<file path="src/rtl/imm_instr_encoder_if.sv">
// Request / word-stream bundle between the loader (master) and the immediate encoder (slave).
interface imm_instr_encoder_if #(
  parameter int XLEN = 64
);
  logic            in_valid;
  logic            in_ready;
  logic [3:0]      op_in;
  logic [4:0]      rd_in;
  logic [4:0]      rn_in;
  logic [XLEN-1:0] imm_in;
  logic [1:0]      hw_in;
  logic            out_valid;
  logic            out_ready;
  logic [31:0]     instr_out;
  logic            out_last;

  modport master (
    output in_valid, op_in, rd_in, rn_in, imm_in, hw_in, out_ready,
    input  in_ready, out_valid, instr_out, out_last
  );

  modport slave (
    input  in_valid, op_in, rd_in, rn_in, imm_in, hw_in, out_ready,
    output in_ready, out_valid, instr_out, out_last
  );
endinterface

</file>
<file path="src/rtl/imm_instr_encoder.sv">
// Encodes immediate-format requests into 32-bit instruction words; LDC expands
// into MOVZ followed by MOVKs for the upper halfwords.
//
// state     | meaning
// S_IDLE    | no word pending, ready for a request
// S_EMIT    | holding the final (or only) word of a request
// S_LDC_SEQ | holding a non-final word of an LDC expansion
module imm_instr_encoder #(
  parameter int XLEN         = 64,
  parameter bit SKIP_ZERO_HW = 1'b1
) (
  input  logic                clock,
  input  logic                reset_n,
  imm_instr_encoder_if.slave  bus,
  output logic                err,
  output logic                busy
);

  typedef enum logic [1:0] {
    S_IDLE    = 2'd0,
    S_EMIT    = 2'd1,
    S_LDC_SEQ = 2'd2
  } state_t;

  localparam logic [3:0] OP_MOVZ = 4'd10;
  localparam logic [3:0] OP_MOVK = 4'd11;
  localparam logic [3:0] OP_LDC  = 4'd12;

  state_t      r_state;
  state_t      w_state_nxt;
  state_t      w_acc_state;

  logic        r_out_valid;
  logic [31:0] r_instr;
  logic        r_last;
  logic        r_err;
  logic [47:0] r_const_hi;
  logic [4:0]  r_rd;
  logic [2:0]  r_mask;

  logic [63:0] w_imm64;
  logic        w_in_ready;
  logic        w_accept;
  logic        w_illegal;
  logic        w_is_ldc;
  logic [2:0]  w_hw_nz;
  logic [2:0]  w_mask_init;
  logic [31:0] w_acc_word;
  logic        w_acc_last;
  logic [1:0]  w_next_hw;
  logic [2:0]  w_mask_rest;
  logic [15:0] w_const_hw;

  function automatic logic [31:0] f_mov(input logic k, input logic [1:0] hw,
                                        input logic [15:0] imm, input logic [4:0] rd);
    return {2'b11, k, 6'b100101, hw, imm, rd};
  endfunction

  function automatic logic [31:0] f_enc(input logic [3:0] op, input logic [4:0] rd,
                                        input logic [4:0] rn, input logic [63:0] imm,
                                        input logic [1:0] hw);
    logic [31:0] w;
    w = 32'd0;
    case (op)
      4'd0, 4'd1, 4'd2, 4'd3: w = {1'b1, op[1:0], 5'b10001, 2'b00, imm[11:0], rn, rd};
      4'd4, 4'd5, 4'd6, 4'd7: w = {1'b1, op[1:0], 7'b1001000, imm[11:0], rn, rd};
      4'd8, 4'd9:             w = {3'b110, 7'b1001101, (op == 4'd8), 5'd0, imm[5:0], rn, rd};
      OP_MOVZ:                w = f_mov(1'b0, hw, imm[15:0], rd);
      OP_MOVK:                w = f_mov(1'b1, hw, imm[15:0], rd);
      default:                w = 32'd0;
    endcase
    return w;
  endfunction

  // Constants narrower than 64 bits are zero-extended; wider ones are truncated.
  generate
    if (XLEN >= 64) begin : g_imm_trunc
      assign w_imm64 = bus.imm_in[63:0];
    end else begin : g_imm_ext
      assign w_imm64 = {{(64 - XLEN){1'b0}}, bus.imm_in};
    end
  endgenerate

  assign w_accept    = bus.in_valid & w_in_ready;
  assign w_illegal   = (bus.op_in > OP_LDC);
  assign w_is_ldc    = (bus.op_in == OP_LDC);
  assign w_hw_nz     = {|w_imm64[63:48], |w_imm64[47:32], |w_imm64[31:16]};
  assign w_mask_init = SKIP_ZERO_HW ? w_hw_nz : 3'b111;

  assign w_acc_word  = w_is_ldc ? f_mov(1'b0, 2'd0, w_imm64[15:0], bus.rd_in)
                                : f_enc(bus.op_in, bus.rd_in, bus.rn_in, w_imm64, bus.hw_in);
  assign w_acc_last  = w_is_ldc ? (w_mask_init == 3'b000) : 1'b1;
  assign w_acc_state = w_illegal ? S_IDLE :
                       (w_is_ldc && (w_mask_init != 3'b000)) ? S_LDC_SEQ : S_EMIT;

  // MOVKs go out in ascending hw order: always take the lowest pending halfword.
  always_comb begin
    w_next_hw  = 2'd3;
    if (r_mask[0])      w_next_hw = 2'd1;
    else if (r_mask[1]) w_next_hw = 2'd2;
    w_mask_rest = r_mask & ~(3'b001 << (w_next_hw - 2'd1));
    case (w_next_hw)
      2'd1:    w_const_hw = r_const_hi[15:0];
      2'd2:    w_const_hw = r_const_hi[31:16];
      default: w_const_hw = r_const_hi[47:32];
    endcase
  end

  always_ff @(posedge clock or negedge reset_n) begin
    if (!reset_n) r_state <= S_IDLE;
    else          r_state <= w_state_nxt;
  end

  always_comb begin
    w_state_nxt = r_state;
    case (r_state)
      S_IDLE:    if (w_accept) w_state_nxt = w_acc_state;
      S_EMIT:    if (bus.out_ready) w_state_nxt = w_accept ? w_acc_state : S_IDLE;
      S_LDC_SEQ: if (bus.out_ready && (w_mask_rest == 3'b000)) w_state_nxt = S_EMIT;
      default:   w_state_nxt = S_IDLE;
    endcase
  end

  // A draining final word frees the output register in the same cycle.
  always_comb begin
    w_in_ready = 1'b0;
    busy       = 1'b1;
    case (r_state)
      S_IDLE:  begin w_in_ready = 1'b1; busy = 1'b0; end
      S_EMIT:  w_in_ready = bus.out_ready;
      default: w_in_ready = 1'b0;
    endcase
  end

  always_ff @(posedge clock or negedge reset_n) begin
    if (!reset_n) begin
      r_out_valid <= 1'b0;
      r_instr     <= 32'd0;
      r_last      <= 1'b0;
      r_err       <= 1'b0;
      r_const_hi  <= 48'd0;
      r_rd        <= 5'd0;
      r_mask      <= 3'd0;
    end else begin
      r_err <= 1'b0;
      if (w_accept) begin
        if (w_illegal) begin
          r_out_valid <= 1'b0;
          r_err       <= 1'b1;
        end else begin
          r_out_valid <= 1'b1;
          r_instr     <= w_acc_word;
          r_last      <= w_acc_last;
        end
        if (w_is_ldc) begin
          r_const_hi <= w_imm64[63:16];
          r_rd       <= bus.rd_in;
          r_mask     <= w_mask_init;
        end
      end else if (r_out_valid && bus.out_ready) begin
        if (r_state == S_LDC_SEQ) begin
          r_instr <= f_mov(1'b1, w_next_hw, w_const_hw, r_rd);
          r_mask  <= w_mask_rest;
          r_last  <= (w_mask_rest == 3'b000);
        end else begin
          r_out_valid <= 1'b0;
        end
      end
    end
  end

  assign bus.in_ready  = w_in_ready;
  assign bus.out_valid = r_out_valid;
  assign bus.instr_out = r_instr;
  assign bus.out_last  = r_last;
  assign err           = r_err;

endmodule
</file>
<file path="src/flat_wrapper.sv">
// flat-port wrapper written by rule: the top's interface ports become plain ports
module imm_instr_encoder_flat 
#(
  parameter int XLEN         = 64,
  parameter bit SKIP_ZERO_HW = 1'b1
)
  (clock, reset_n, err, busy, bus_in_valid, bus_op_in, bus_rd_in, bus_rn_in, bus_imm_in, bus_hw_in, bus_out_ready, bus_in_ready, bus_out_valid, bus_instr_out, bus_out_last);
  imm_instr_encoder_if #(.XLEN(XLEN)) bus_i ();
  input  logic clock;
  input  logic reset_n;
  output logic err;
  output logic busy;
  input wire logic [$bits(bus_i.in_valid)-1:0] bus_in_valid;
  input wire logic [$bits(bus_i.op_in)-1:0] bus_op_in;
  input wire logic [$bits(bus_i.rd_in)-1:0] bus_rd_in;
  input wire logic [$bits(bus_i.rn_in)-1:0] bus_rn_in;
  input wire logic [$bits(bus_i.imm_in)-1:0] bus_imm_in;
  input wire logic [$bits(bus_i.hw_in)-1:0] bus_hw_in;
  input wire logic [$bits(bus_i.out_ready)-1:0] bus_out_ready;
  output wire logic [$bits(bus_i.in_ready)-1:0] bus_in_ready;
  output wire logic [$bits(bus_i.out_valid)-1:0] bus_out_valid;
  output wire logic [$bits(bus_i.instr_out)-1:0] bus_instr_out;
  output wire logic [$bits(bus_i.out_last)-1:0] bus_out_last;
  assign bus_i.in_valid = bus_in_valid;
  assign bus_i.op_in = bus_op_in;
  assign bus_i.rd_in = bus_rd_in;
  assign bus_i.rn_in = bus_rn_in;
  assign bus_i.imm_in = bus_imm_in;
  assign bus_i.hw_in = bus_hw_in;
  assign bus_i.out_ready = bus_out_ready;
  assign bus_in_ready = bus_i.in_ready;
  assign bus_out_valid = bus_i.out_valid;
  assign bus_instr_out = bus_i.instr_out;
  assign bus_out_last = bus_i.out_last;
  imm_instr_encoder #(.XLEN(XLEN), .SKIP_ZERO_HW(SKIP_ZERO_HW)) u_core (.clock(clock), .reset_n(reset_n), .bus(bus_i), .err(err), .busy(busy));
endmodule
</file>
<file path="config.mk">
export PLATFORM = sky130hd
export DESIGN_NAME = imm_instr_encoder_flat
export DESIGN_NICKNAME = d
export VERILOG_FILES = /design/src/rtl/imm_instr_encoder_if.sv /design/src/rtl/imm_instr_encoder.sv /design/src/flat_wrapper.sv
export SDC_FILE = /design/constraint.sdc
export NUM_CORES = 1
export LEC_CHECK = 0
export CORE_ASPECT_RATIO = 0.8
export CORE_UTILIZATION = 46
export CTS_BUF_LIST = sky130_fd_sc_hd__clkbuf_4
export DETAILED_ROUTE_END_ITERATION = 16
export PLACE_DENSITY = 0.89
export SYNTH_ARGS = -nofsm -noshare
export SYNTH_HDL_FRONTEND = slang
export SYNTH_SLANG_ARGS = --single-unit
</file>
<file path="constraint.sdc">
create_clock -name clock -period 1.65 [get_ports clock]
set_input_delay 0.2475 -clock clock [delete_from_list [all_inputs] [get_ports clock]]
set_output_delay 0.2475 -clock clock [all_outputs]
set_load 0.02 [all_outputs]
</file>
### Yosys cells after proc, flatten, opt, wreduce, memory -nomap -nowiden

Cells that the tools add are included.

* add/subtract/negate cells: 1
* multipliers: 0
* div/mod/pow operators: 0
* order comparisons: 1
* equality and inequality tests: 22
* shift operators: 1
* multiplexer cells: 33
* bitwise logic cells: 3
* reductions and logical operators: 21

Operators by type and width (count)
* 32-bit two-way mux: 5
* 32-bit case mux with 5 select lines: 1
* 16-bit OR reduction: 3
* 16-bit case mux with 2 select lines: 1
* 4-bit equality test, second input constant: 5
* 4-bit by 3-bit equality test with 1-bit output, second input constant: 4
* 2-bit two-way mux: 7
* 1-bit two-way mux: 13
* 3-bit two-way mux: 4
* 3-bit AND reduction: 3
* 4-bit by 2-bit equality test with 1-bit output, second input constant: 2
* 4-bit OR reduction: 2
* 3-bit logical NOT: 2
* 2-bit by 1-bit inequality test with 1-bit output, second input constant: 3
* 2-bit inequality test, second input constant: 3
* 2-bit case mux with 3 select lines: 1
* 2-bit by 1-bit equality test with 1-bit output, second input constant: 2
* 2-bit equality test, second input constant: 2
* 4-bit by 1-bit equality test with 1-bit output, second input constant: 1
* 4-bit > comparator, second input constant: 1
* 4-bit logical NOT: 1
* 2-bit AND reduction: 2
* 2-bit nonzero test: 2
* 3-bit AND: 1
* other kinds (9): 11

* bits in registers: 93
* latch bits: 0
* bits in writable memories: 0
* bits in read-only memories: 0
* input bits: 84
* memories: 0

### Depth between registers and ports, before layout

* word-level depth: 10
* gate-level depth with buffers: 9
* mapped depth without buffers: 4

### Worst setup path after synthesis

Ideal clock, no wire load.

* kind: register to register
* start: register u_core.r_state[1]
* end: register u_core.r_instr[20] (netlist: u_core.bus.instr_out[20])
* library setup time: 0.121 ns
* arrival time: 1.451 ns
* data required time: 1.529 ns
* path slack: 0.078 ns
* cell stages (with the launch flop): 8
* buffers on the path: 3
* cells stage by stage: dfrtp_1 -> buf_2 -> and4b_1 -> buf_2 -> a31oi_4 -> buf_4 -> a21oi_1 -> a22o_1

* longest elaborated chain between the ends: 5
* elaborated cells between the ends (all ways): 10

Ends and longest elaborated chain
* from (decl): line imm_instr_encoder.sv:29 `state_t r_state;`
* from (signal assigned): line imm_instr_encoder.sv:111 `else r_state <= w_state_nxt;`
* 2-bit by 1-bit equality test with 1-bit output or 2-bit logical NOT (tied branches): line imm_instr_encoder.sv:128 `case (r_state)`
* 1-bit case mux with 2 select lines: line imm_instr_encoder.sv:128
* 1-bit AND: line imm_instr_encoder.sv:84 `assign w_accept = bus.in_valid & w_in_ready;`
* 2-bit inequality test (no source line) or 2-bit nonzero test (tied branches)
* 3-bit AND reduction (no source line)
* to (signal assigned): line imm_instr_encoder.sv:152 `r_instr <= w_acc_word;`
* to (signal assigned): line imm_instr_encoder.sv:162 `r_instr <= f_mov(1'b1, w_next_hw, w_const_hw, r_rd);`
* to (decl): line imm_instr_encoder.sv:34 `logic [31:0] r_instr;`

Several ways; a longest one is shown, not always the timed one.
A chain may end at the register's enable or synchronous reset.

### Final worst setup path

* start: input port bus_imm_in[31]
* end: register u_core.r_last (netlist: u_core.bus.out_last)

* longest elaborated chain between the ends: 5

Ends and longest elaborated chain
* from (decl): line flat_wrapper.sv:17 `input wire logic [$bits(bus_i.imm_in)-1:0] bus_imm_in;`
* 16-bit OR reduction: line imm_instr_encoder.sv:87 `assign w_hw_nz = {|w_imm64[63:48], |w_imm64[47:32], |w_imm64[31:16]};`
* 3-bit logical NOT: line imm_instr_encoder.sv:92 `assign w_acc_last = w_is_ldc ? (w_mask_init == 3'b000) : 1'b1;`
* 1-bit two-way mux: line imm_instr_encoder.sv:92
* 1-bit two-way mux: line imm_instr_encoder.sv:147 `if (w_illegal) begin`
* 1-bit two-way mux: line imm_instr_encoder.sv:146 `if (w_accept) begin`
* to (signal assigned): line imm_instr_encoder.sv:153 `r_last <= w_acc_last;`
* to (signal assigned): line imm_instr_encoder.sv:164 `r_last <= (w_mask_rest == 3'b000);`
* to (decl): line imm_instr_encoder.sv:35 `logic r_last;`

Every way passes these cells. The select of a mux whose other input is x is not followed.

==> PnR_summary.wiki <==
{| class="wikitable"
! Metric !! Value
|-
| Status || completed
|-
| Quantity of I/O buffers inserted on ports || 118
|-
| Total wirelength of the detailed-routed design || 12,900 um
|-
| Achievable Freq || 0.612 GHz
|-
| Critical path start-end classification || in2reg
|-
| Most numerous cell in the Yosys netlist || sky130_fd_sc_hd__nand2_1
|-
| Per-instance average area after synthesis || 9.01 sq um
|-
| Leakage || 3.11 nW
|-
| Pin slew with the least headroom to its limit || 0.534 ns
|-
| Worst-skew pair later-pin latency || 0.46 ns
|-
| Die W || 113 um
|-
| Proportion of layout cells with a drive suffix above 1 || 19.3%
|-
| TritonCTS clock tree || built
|-
| Synthesis warning total || 0
|-
| Inst Count DP || 775
|-
| Largest stage delay, worst path || 0.46 ns
|-
| Critical Path End Type || flip-flop
|-
| Core Util, Final || 67.1%
|-
| Root cell of the clock tree || sky130_fd_sc_hd__clkbuf_4
|-
| Count of cell instances traversed by the critical path || 6
|-
| Power per standard cell area || 1020 nW/um^2
|-
| Termination of the worst setup path || u_core.bus.out_last$_DFFE_PN0P_
|-
| Max IR drop VDD || 0.480 mV
|-
| Layout overhead on the synthesized area || 41.8%
|-
| Number of distinct library cells after synthesis || 47
|-
| Filler cell count || 710
|-
| Synthesized area || 4550 sq um
|-
| Setup_tns || 0 ns
|-
| Post-route fraction of the period consumed by the critical path || 99.0%
|-
| Count of antenna diodes in the layout || 0
|-
| Buffer depth of the longest clock path || 2
|-
| Clk slew on worst S/H paths || 0.14 ns
|-
| Remaining global-route overflow || 0
|-
| Hold violation count in the final report || 0
|-
| Final worst path period need || 1.63 ns
|-
| First-iteration detailed-routing DRC count || 392
|-
| Number of synthesized register bits || 90
|-
| Count of non-filler cells in the finished layout || 792
|-
| Worst path buffer plus inverter count || 2
|-
| Share of async-settable or async-resettable flops after synthesis || 100%
|-
| Path category of the worst min-delay check || in2async
|-
| First-pass GRT wire length || 20,900 um
|-
| Crit-path slowest cell || sky130_fd_sc_hd__clkdlybuf4s50_1
|-
| Post-route antenna net violation count || 0
|-
| Initial antenna violation count || 0
|-
| Num ports || 121
|-
| Max Transition Viols Final || 0
|-
| Vias in the first global route || 4,366
|-
| Maximum number of pins on one net before global-route repair || 41
|-
| Worst Reg2Reg Path Length in Cells || 6
|-
| Half-perimeter wire length of the detailed placement result || 9830 um
|-
| Worst rel slew slack || 64.4%
|-
| Number of levels in the clock H-tree || 3
|-
| Final estimated routing congestion in global placement || 0.927
|-
| Reg2reg setup slack || 0.06 ns
|-
| Total via count in the routed design || 4,405
|-
| Origin of the critical flop-to-flop path || u_core.r_state[1]$_DFFE_PN0P_
|-
| Remaining design rule violation count || 0
|-
| Cell types with the highest counts after synthesis || 190 x sky130_fd_sc_hd__nand2_1, 90 x sky130_fd_sc_hd__dfrtp_1, 23 x sky130_fd_sc_hd__mux2_2
|-
| Number of buffers inserted during clock tree synthesis || 9
|-
| Vias per inst || 5.56
|-
| Prevailing post-synth register cell || sky130_fd_sc_hd__dfrtp_1
|-
| Proportion of netlist area held by the largest area contributor || 49.5%
|-
| Initial Utilization || 47.4%
|-
| Setup-violating endpoint count in the final report || 0
|-
| Total global routing track utilization || 26.0%
|-
| Standard-cell row count || 32
|-
| Drt pass-1 iters || 5
|-
| Routed length per placed instance || 16.3 um
|-
| Die outline area || 10,300 sq um
|-
| Cells taking the most area after synthesis || sky130_fd_sc_hd__dfrtp_1 49%, sky130_fd_sc_hd__nand2_1 16%, sky130_fd_sc_hd__mux2_2 5.7%
|-
| Part of the Yosys area used for sequential elements || 49.5%
|-
| Crit Path Max Fanout || 2
|-
| Area inside the core boundary || 9610 sq um
|-
| Arrival time worst endpoint || 2.01 ns
|-
| Post-synthesis cell count || 505
|-
| Maximum Capacitance Violations || 0
|-
| CP Launch Type || primary input
|-
| Yosys top cell by area || sky130_fd_sc_hd__dfrtp_1
|-
| Height of the die || 91.0 um
|-
| Endpoint required time on the critical path || 2.02 ns
|-
| Reg-to-Reg End || u_core.bus.instr_out[20]$_DFFE_PN0P_
|-
| Final Net Count || 753
|-
| Source of the critical timing path || bus_imm_in[31]
|-
| Cell-by-cell listing of the critical path || clkdlybuf4s50_1 -> nor4_4 -> buf_4 -> nand4_1 -> or3_4 -> a221oi_2
|-
| Number of enable flip-flop cells after synthesis || 0
|-
| Largest delay contributor family on the critical path || simple AND/OR/NAND/NOR gates
|-
| Clk_skew || 0.0173 ns
|-
| Number of clock sinks || 90
|}
metrics by stage:
stage | instance area (sq um) | power (W) | hold slack, ns | setup WS [ns]
2_1_floorplan | 4550 | 0.00420 | -0.0481 | 0.0777
3_3_place_gp | 6260 | 0.00520 | 0.251 | -0.484
3_5_place_dp | 6260 | 0.00531 | 0.256 | -0.546
4_1_cts | 6400 | 0.00655 | 0.293 | 0.00260
5_1_grt | 6450 | 0.00690 | 0.302 | -0.0206
6_report | 6450 | 0.00656 | 0.286 | 0.0165
cells in the final DEF, fill, tap and decap left out, types with 9 or more instances in the layout:
cell | synthesis | layout
sky130_fd_sc_hd__a21oi_1 | 11 | 11
sky130_fd_sc_hd__dfrtp_1 | 90 | 89
sky130_fd_sc_hd__mux2_2 | 23 | 23
sky130_fd_sc_hd__dlygate4sd2_1 | 0 | 33
sky130_fd_sc_hd__nand2b_1 | 9 | 9
sky130_fd_sc_hd__nand2_1 | 190 | 190
sky130_fd_sc_hd__nor2_1 | 17 | 17
sky130_fd_sc_hd__mux2i_1 | 10 | 10
sky130_fd_sc_hd__clkbuf_4 | 0 | 9
sky130_fd_sc_hd__clkdlybuf4s50_1 | 0 | 82
sky130_fd_sc_hd__buf_4 | 6 | 67
sky130_fd_sc_hd__a22o_1 | 11 | 11
state kept, by name, indices dropped and copies added, names as in the netlist:
register,cells
u_core.bus.out_last,1
u_core.r_mask,3
u_core.bus.instr_out,29
u_core.bus.out_valid,1
u_core.r_state,2
u_core.r_rd,5
u_core.err,1
u_core.r_const_hi,48
logic make-up after synthesis:
family | Yosys count | share of synthesized area (%)
flops | 90 | 49.5
simple gates | 261 | 24.4
mux | 33 | 7.89
buf+inv | 45 | 5.39
compound gates | 74 | 12.6
other cells | 1 | 0.0824
fa+ha+maj | 1 | 0.220
routing by layer:
layer  vias to the layer above  GRT usage [%]  share of wire (%)
li1                       2064              -                  -
met1                      2074           32.6                 42
met2                       225           42.8                 49
met3                        42           6.21                6.4
met4                         0           11.1                2.9
met5                         -              0                  0
area by class of cell:
class	count	area [sq um]	area share, %
flip-flops and latches	90	2250	34.9
repair buffers	192	1760	27.3
inverters	5	18.8	0.291
multi-input cells	371	2110	32.7
clock inverters	6	90.1	1.40
clock buffers	9	67.6	1.05
well taps	119	149	2.31
repair_timing:
action | 4_1_cts | 5_1_grt
hold endpoints to repair | 37 | 0
gates resized for setup | 43 | 13
pin swaps | 0 | 2
setup buffers | 1 | 0
hold buffers | 1 | 0
endpoints found under the setup margin | 39 | 13
worst min path at each step:
stage                     startpoint                                  end  slack, ns
after floorplan              reset_n  u_core.bus.instr_out[0]$_DFFE_PN0P_      -0.05
after detailed placement     reset_n  u_core.bus.instr_out[2]$_DFFE_PN0P_       0.26
after global routing         reset_n  u_core.bus.instr_out[2]$_DFFE_PN0P_       0.30
after CTS                    reset_n  u_core.bus.instr_out[2]$_DFFE_PN0P_       0.29
after global placement       reset_n  u_core.bus.instr_out[2]$_DFFE_PN0P_       0.25
final                        reset_n  u_core.bus.instr_out[2]$_DFFE_PN0P_       0.29
report_power, final:
part | internal, W | total, W | switching, W
clock | 0.000612 | 0.00138 | 0.000769
combinational | 0.00107 | 0.00220 | 0.00113
sequential | 0.00269 | 0.00298 | 0.000282
Note: power is estimated with default switching activity, not from simulation.
==> patch 1, RTL diff (config.mk and constraints unchanged) <==
`SKIP_ZERO_HW` is set to 1'b1 in 2 places; all go to 1'b0.
--- a/src/rtl/imm_instr_encoder.sv
+++ b/src/rtl/imm_instr_encoder.sv
@@ -7,7 +7,7 @@
 // S_LDC_SEQ | holding a non-final word of an LDC expansion
 module imm_instr_encoder #(
   parameter int XLEN         = 64,
-  parameter bit SKIP_ZERO_HW = 1'b1
+  parameter bit SKIP_ZERO_HW = 1'b0
 ) (
   input  logic                clock,
   input  logic                reset_n,
--- a/src/flat_wrapper.sv
+++ b/src/flat_wrapper.sv
@@ -2,7 +2,7 @@
 module imm_instr_encoder_flat 
 #(
   parameter int XLEN         = 64,
-  parameter bit SKIP_ZERO_HW = 1'b1
+  parameter bit SKIP_ZERO_HW = 1'b0
 )
   (clock, reset_n, err, busy, bus_in_valid, bus_op_in, bus_rd_in, bus_rn_in, bus_imm_in, bus_hw_in, bus_out_ready, bus_in_ready, bus_out_valid, bus_instr_out, bus_out_last);
   imm_instr_encoder_if #(.XLEN(XLEN)) bus_i ();
Behaviour: not the same (Yosys sat finds a counterexample within 4 cycles, from zero or initial values and one cycle with reset_n low).
==> patch 1 against the original RTL <==
  * The flow now finishes with violations (setup timing)
  * Critical path depth is 2 lower
  * Area after synthesis is 4.4% higher
  * Setup slack worse by 0.028 ns
  * Total power is 11% higher
  * Count of clock-buffer cells in the layout is 1 higher
  * Clock skew is 0.0054 ns lower
  * Wire length is 7.6% lower
  * Sequential cell count stayed put
  * Final area is 0.23% higher
  * Synthesized cell count is 19% lower
==> patch 1: results (changes against the original RTL) <==
| Metric | Value |
|---|---|
| Non-clock buffer count | 160 (was 192) |
| Post-synthesis sequential area ratio | 0.474 (was 0.495) |
| Final setup viols | 1 (was 0) |
| RePlAce Congestion | 0.851 (was 0.927) |
| Nets | 632 (was 753) |
| Top cells by area, synth | dfrtp_1, mux2_4, mux2i_1 (was dfrtp_1, nand2_1, mux2_2) |
| Vias | 3761 (was 4405) |
| Met2 WL | 5800 um (was 6290 um) |
| M1 GR Usage | 0.301 (was 0.326) |
| First-pass GRT wire length | 18700 um (was 20900 um) |
| Routed len/inst | 17.3 um (was 16.3 um) |
| Layout cells sized above 1 | 0.235 (was 0.193) |
| Sequential cell power | 3.16 mW (was 2.98 mW) |
| Post-synth top area share | 0.474 (was 0.495) |
| Fillers | 734 (was 710) |
| Skew-Pair Late Insertion Delay | 0.44 ns (was 0.46 ns) |
| Arr. time, crit path | 1.99 ns (was 2.01 ns) |
| DP HPWL | 8910 um (was 9830 um) |
| DRT met1 WL | 5070 um (was 5390 um) |
| Global Route met3 Usage | 0.0491 (was 0.0621) |
| First DRT Iteration DRCs | 326 (was 392) |
| Critical path fanouts, max | 22 (was 2) |
| Met3 Routed Length | 770 um (was 824 um) |
| Clk tree area frac | 0.0242 (was 0.0244) |
| Worst vdd rail ir drop | 0.597 mV (was 0.480 mV) |
| Multi-input combinational area share | 0.356 (was 0.327) |
| Failing checks | setup timing |
| Outcome | finished, violations left (was complete, no violations) |
| Post-synth top cells | dfrtp_1, mux2_4, nor2_1, a21oi_1, nand2_1 (was nand2_1, dfrtp_1, mux2_2, buf_2, nor2_1) |
| Crit-path slowest cell | dfrtp_2 (was clkdlybuf4s50_1) |
| GRT met2 Usage | 0.378 (was 0.428) |
| Setup slack after layout | -0.0114 ns (was 0.0165 ns) |
| #MultiIn Comb | 282 (was 371) |
| LEAKAGE | 2.85 nW (was 3.11 nW) |
| Drt pass-1 iters | 4 (was 5) |
-- patch 1: cell count changes after synthesis, moves of 10 or more --
cell      delta
a211oi_1    +10
nor2_1      +15
mux2_4      +48
a21oi_1     +19
a22o_1      -10
nand2_1    -167
nor4_1      -13
mux2_2      -18
mux2i_1     +11
and2_1      +10
-- patch 1: worst paths after layout --
check,from,end,slack [ns],cells past startpoint
worst min-delay path,reset_n,u_core.r_const_hi[22],0.28,2
worst min register to register,u_core.bus.instr_out[9],u_core.bus.instr_out[9],0.49,2
worst max register to register,u_core.r_state[1],u_core.r_const_hi[8],-0.01,4
worst max-delay path,u_core.r_state[1],u_core.r_const_hi[8],-0.01,4
min in group clock,bus_imm_in[54],u_core.r_const_hi[38],0.40,2
max in group asynchronous,reset_n,u_core.r_const_hi[36],0.82,3
-- patch 1: cells by family after synthesis --
| group | count (synthesis) | share of synthesized area |
|---|---|---|
| AND/OR/NAND/NOR | 110 | 0.119 |
| other | 1 | 0.000790 |
| flip-flops | 90 | 0.474 |
| adder cells (fa/ha/maj) | 1 | 0.00211 |
| AO/OA/AOI/OAI | 95 | 0.137 |
| multiplexers | 74 | 0.208 |
| buffers and inverters | 39 | 0.0595 |
-- patch 1: metrics by stage --
step,total power [mW],cells,utilization,area [um2],hold slack (ns)
3_3_place_gp,5.89,669,0.633,6240,0.226
6_report,7.25,689,0.657,6470,0.280
3_5_place_dp,6.01,669,0.633,6240,0.229
5_1_grt,7.64,689,0.657,6470,0.294
2_1_floorplan,4.76,411,-,4750,-0.0481
4_1_cts,7.21,687,0.648,6380,0.270
-- patch 1: what timing repair did --
item | CTS | global route
hold buffers | 1 | 0
setup endpoints to repair | 41 | 16
pin swaps | 1 | 1
resized for setup | 47 | 15
setup buffers | 1 | 2
endpoints found under the hold margin | 31 | 0
==> patch 2, RTL diff (config.mk and constraints unchanged) <==
Made on the original files. Register the output `err` once more, with the module's reset; this adds one clock of latency there. The other outputs are not delayed to match.
--- a/src/rtl/imm_instr_encoder.sv
+++ b/src/rtl/imm_instr_encoder.sv
@@ -173,6 +173,12 @@
   assign bus.out_valid = r_out_valid;
   assign bus.instr_out = r_instr;
   assign bus.out_last  = r_last;
-  assign err           = r_err;
+  always_ff @(posedge clock or negedge reset_n) begin
+    if (!reset_n) begin
+      err <= '0;
+    end else begin
+      err <= r_err;
+    end
+  end
 
 endmodule
Formal check against the unedited RTL: not equivalent (a bounded check fails within 4 cycles, from zero or initial values and one cycle with reset_n low).
==> patch 2 against the original RTL <==
  * Final cell count is 7.4% higher
  * Sequential share of layout area fell by 2.0 points
  * First-iteration DRC count decreased by 4.6%
  * The run now ends with setup timing left
  * Core utilization increased by 4.2 points
  * Setup slack worse by 0.067 ns
  * Area after synthesis rose by 1.6%
  * Wire length is 14% higher
  * Critical path depth unchanged
  * Total power is 1.4% higher
  * Clock power decreased by 8%
  * Global-route usage rose by 2.4 points
  * Final area up 7.1%
  * Sequential cell count grew 1
==> patch 2: results (changes against the original RTL) <==
| Metric | Value |
|---|---|
| Setup slack after layout | -0.0503 ns (was 0.0165 ns) |
| Outcome | finished, violations left (was complete, no violations) |
| Top cells by area, synth | dfrtp_1, nand2_1, mux2_2 (unchanged) |
| Max clock buf depth | 2 (unchanged) |
| HP Class | input port to flop (was input port to async pin) |
| CTS Root Cell | clkbuf_4 (unchanged) |
| Layout cells sized above 1 | 0.235 (was 0.193) |
| DP HPWL | 10500 um (was 9830 um) |
| Post-synthesis sequential area ratio | 0.493 (was 0.495) |
| Yosys reg bits | 91 (was 90) |
| Post-route setup TNS | -0.0707 ns (was 0 ns) |
| H-tree depth | 3 (unchanged) |
| Biggest register | u_core.r_const_hi (unchanged) |
| First DRT Iteration DRCs | 374 (was 392) |
| Crit-path slowest cell | clkdlybuf4s50_1 (unchanged) |
| Predominant post-synthesis flop cell | dfrtp_1 (unchanged) |
| Largest net degree at the start of global routing | 48 (was 41) |
| Compound-Gate Fraction of Synth Area | 0.126 (about the same) |
| Drt total wl | 14700 um (was 12900 um) |
| Nets | 794 (was 753) |
| Synth Area in Adders | 0.00217 (was 0.00220) |
| Critical path fanouts, max | 2 (unchanged) |
| Cts bufs inserted | 9 (unchanged) |
| Number of flip-flops in the largest register | 48 (unchanged) |
| Port Buffers | 118 (unchanged) |
| Asr flop ratio synth | 1.00 (unchanged) |
| Hold Crit Start | bus_imm_in[29] |
| Initial antenna violation count | 0 (unchanged) |
| Arr. time, crit path | 2.07 ns (was 2.01 ns) |
| Total track usage | 0.283 (was 0.260) |
| Skew-Pair Late Insertion Delay | approximately 0.45 ns |
| Failing checks | setup timing |
| Synth Warn # | 0 (unchanged) |
| Distinct cell type count after synthesis | 50 (was 47) |
| Final setup viols | 4 (was 0) |
| Mux share of post-synthesis cell area | 0.0642 (was 0.0789) |
| Diode count | 0 (unchanged) |
| Reg2Reg Launch Point | u_core.r_state[1] (unchanged) |
| Post-synth top cells | nand2_1, dfrtp_1, nor2_1, mux2_2, a21oi_1 (was nand2_1, dfrtp_1, mux2_2, buf_2, nor2_1) |
| RePlAce Congestion | 0.896 (was 0.927) |
| LEAKAGE | 3.33 nW (was 3.11 nW) |
| Drt pass-1 iters | 5 (unchanged) |
| Worst vdd rail ir drop | 0.493 mV (was 0.480 mV) |
| Critical path startpoint | bus_imm_in[21] (was bus_imm_in[31]) |
| Max stage delay on crit path | 0.48 ns (was 0.46 ns) |
| Vias/cell | 5.55 (was 5.56) |
| Post-Synth XOR/XNOR Area | 0 (unchanged) |
| Number of global-route vias before repair | 4697 (was 4366) |
| Worst-path clk slew | 0.16 ns (was 0.14 ns) |
| Final Skew | 0.0193 ns (was 0.0173 ns) |
| Fillers | 702 (was 710) |
| First-pass GRT wire length | 22900 um (was 20900 um) |
patch 2: path summary, 6_finish.rpt:
kind / slack (ns) / depth (start not counted) / end
worst max-delay path: -0.05 / 6 / u_core.bus.out_last
worst min-delay path: 0.08 / 3 / u_core.r_const_hi[13]
worst max register to register: -0.01 / 7 / u_core.bus.instr_out[6]
worst min register to register: 0.37 / 0 / u_core.err
max in group asynchronous: 0.81 / 3 / u_core.r_const_hi[33]
min in group asynchronous: 0.19 / 2 / u_core.r_rd[0]
patch 2: routing by layer:
| layer | global-route usage | part of all wire |
|---|---|---|
| met3 | 0.0734 | 0.083 |
| met4 | 0.0985 | 0.022 |
| met5 | 0 | 0 |
| met1 | 0.365 | 0.40 |
| met2 | 0.463 | 0.49 |
patch 2: per-stage QoR:
stage / setup slack (ns) / cell area [um2] / total power, mW / std cells / hold slack, ns
2_1_floorplan: 0.101 / 4630 / 4.18 / 533 / -0.0481
3_3_place_gp: -0.599 / 6440 / 5.23 / 825 / 0.136
3_5_place_dp: -0.636 / 6440 / 5.32 / 825 / 0.140
4_1_cts: -0.0329 / 6640 / 6.49 / 844 / 0.184
5_1_grt: -0.0724 / 6910 / 7.00 / 851 / 0.0831
6_report: -0.0503 / 6910 / 6.65 / 851 / 0.0814
patch 2: cells by family (layout without fill, tap and decap cells):
logic type / after synthesis / count (layout)
other: 1 / 2
muxes: 27 / 27
adders and majority gates: 1 / 1
DFF: 91 / 91
buffers and inverters: 42 / 224
AOI/OAI and AO/OA: 85 / 85
and+or+nand+nor: 285 / 285
patch 2: repair_timing:
item	in CTS	in global routing
hold endpoints to repair	64	0
pin swaps	3	23
setup endpoints to repair	37	71
setup buffers	2	4
hold buffers	1	0
gates cloned	0	3
gates resized for setup	50	51
patch 2: cell type report:
type,instances,area share
clock buffer,9,0.00978
inverter,3,0.00163
timing repair buffer,205,0.283
multi-input combinational,400,0.340
tap,136,0.0246
sequential,91,0.330
clock inverter,7,0.0110
patch 2: worst max-delay path: cells and delay by family:
kind / cells / cell delay (ns)
compound gates: 1 / 0.28
simple gates: 3 / 0.90
buf+inv: 2 / 0.64
patch 2: report_power, final:
part / switching, mW / internal, mW / leakage (nW)
sequential: 0.300 / 2.71 / 1.13
combinational: 1.23 / 1.14 / 2.12
clock: 0.798 / 0.476 / 0.0798
total: 2.32 / 4.32 / 3.33
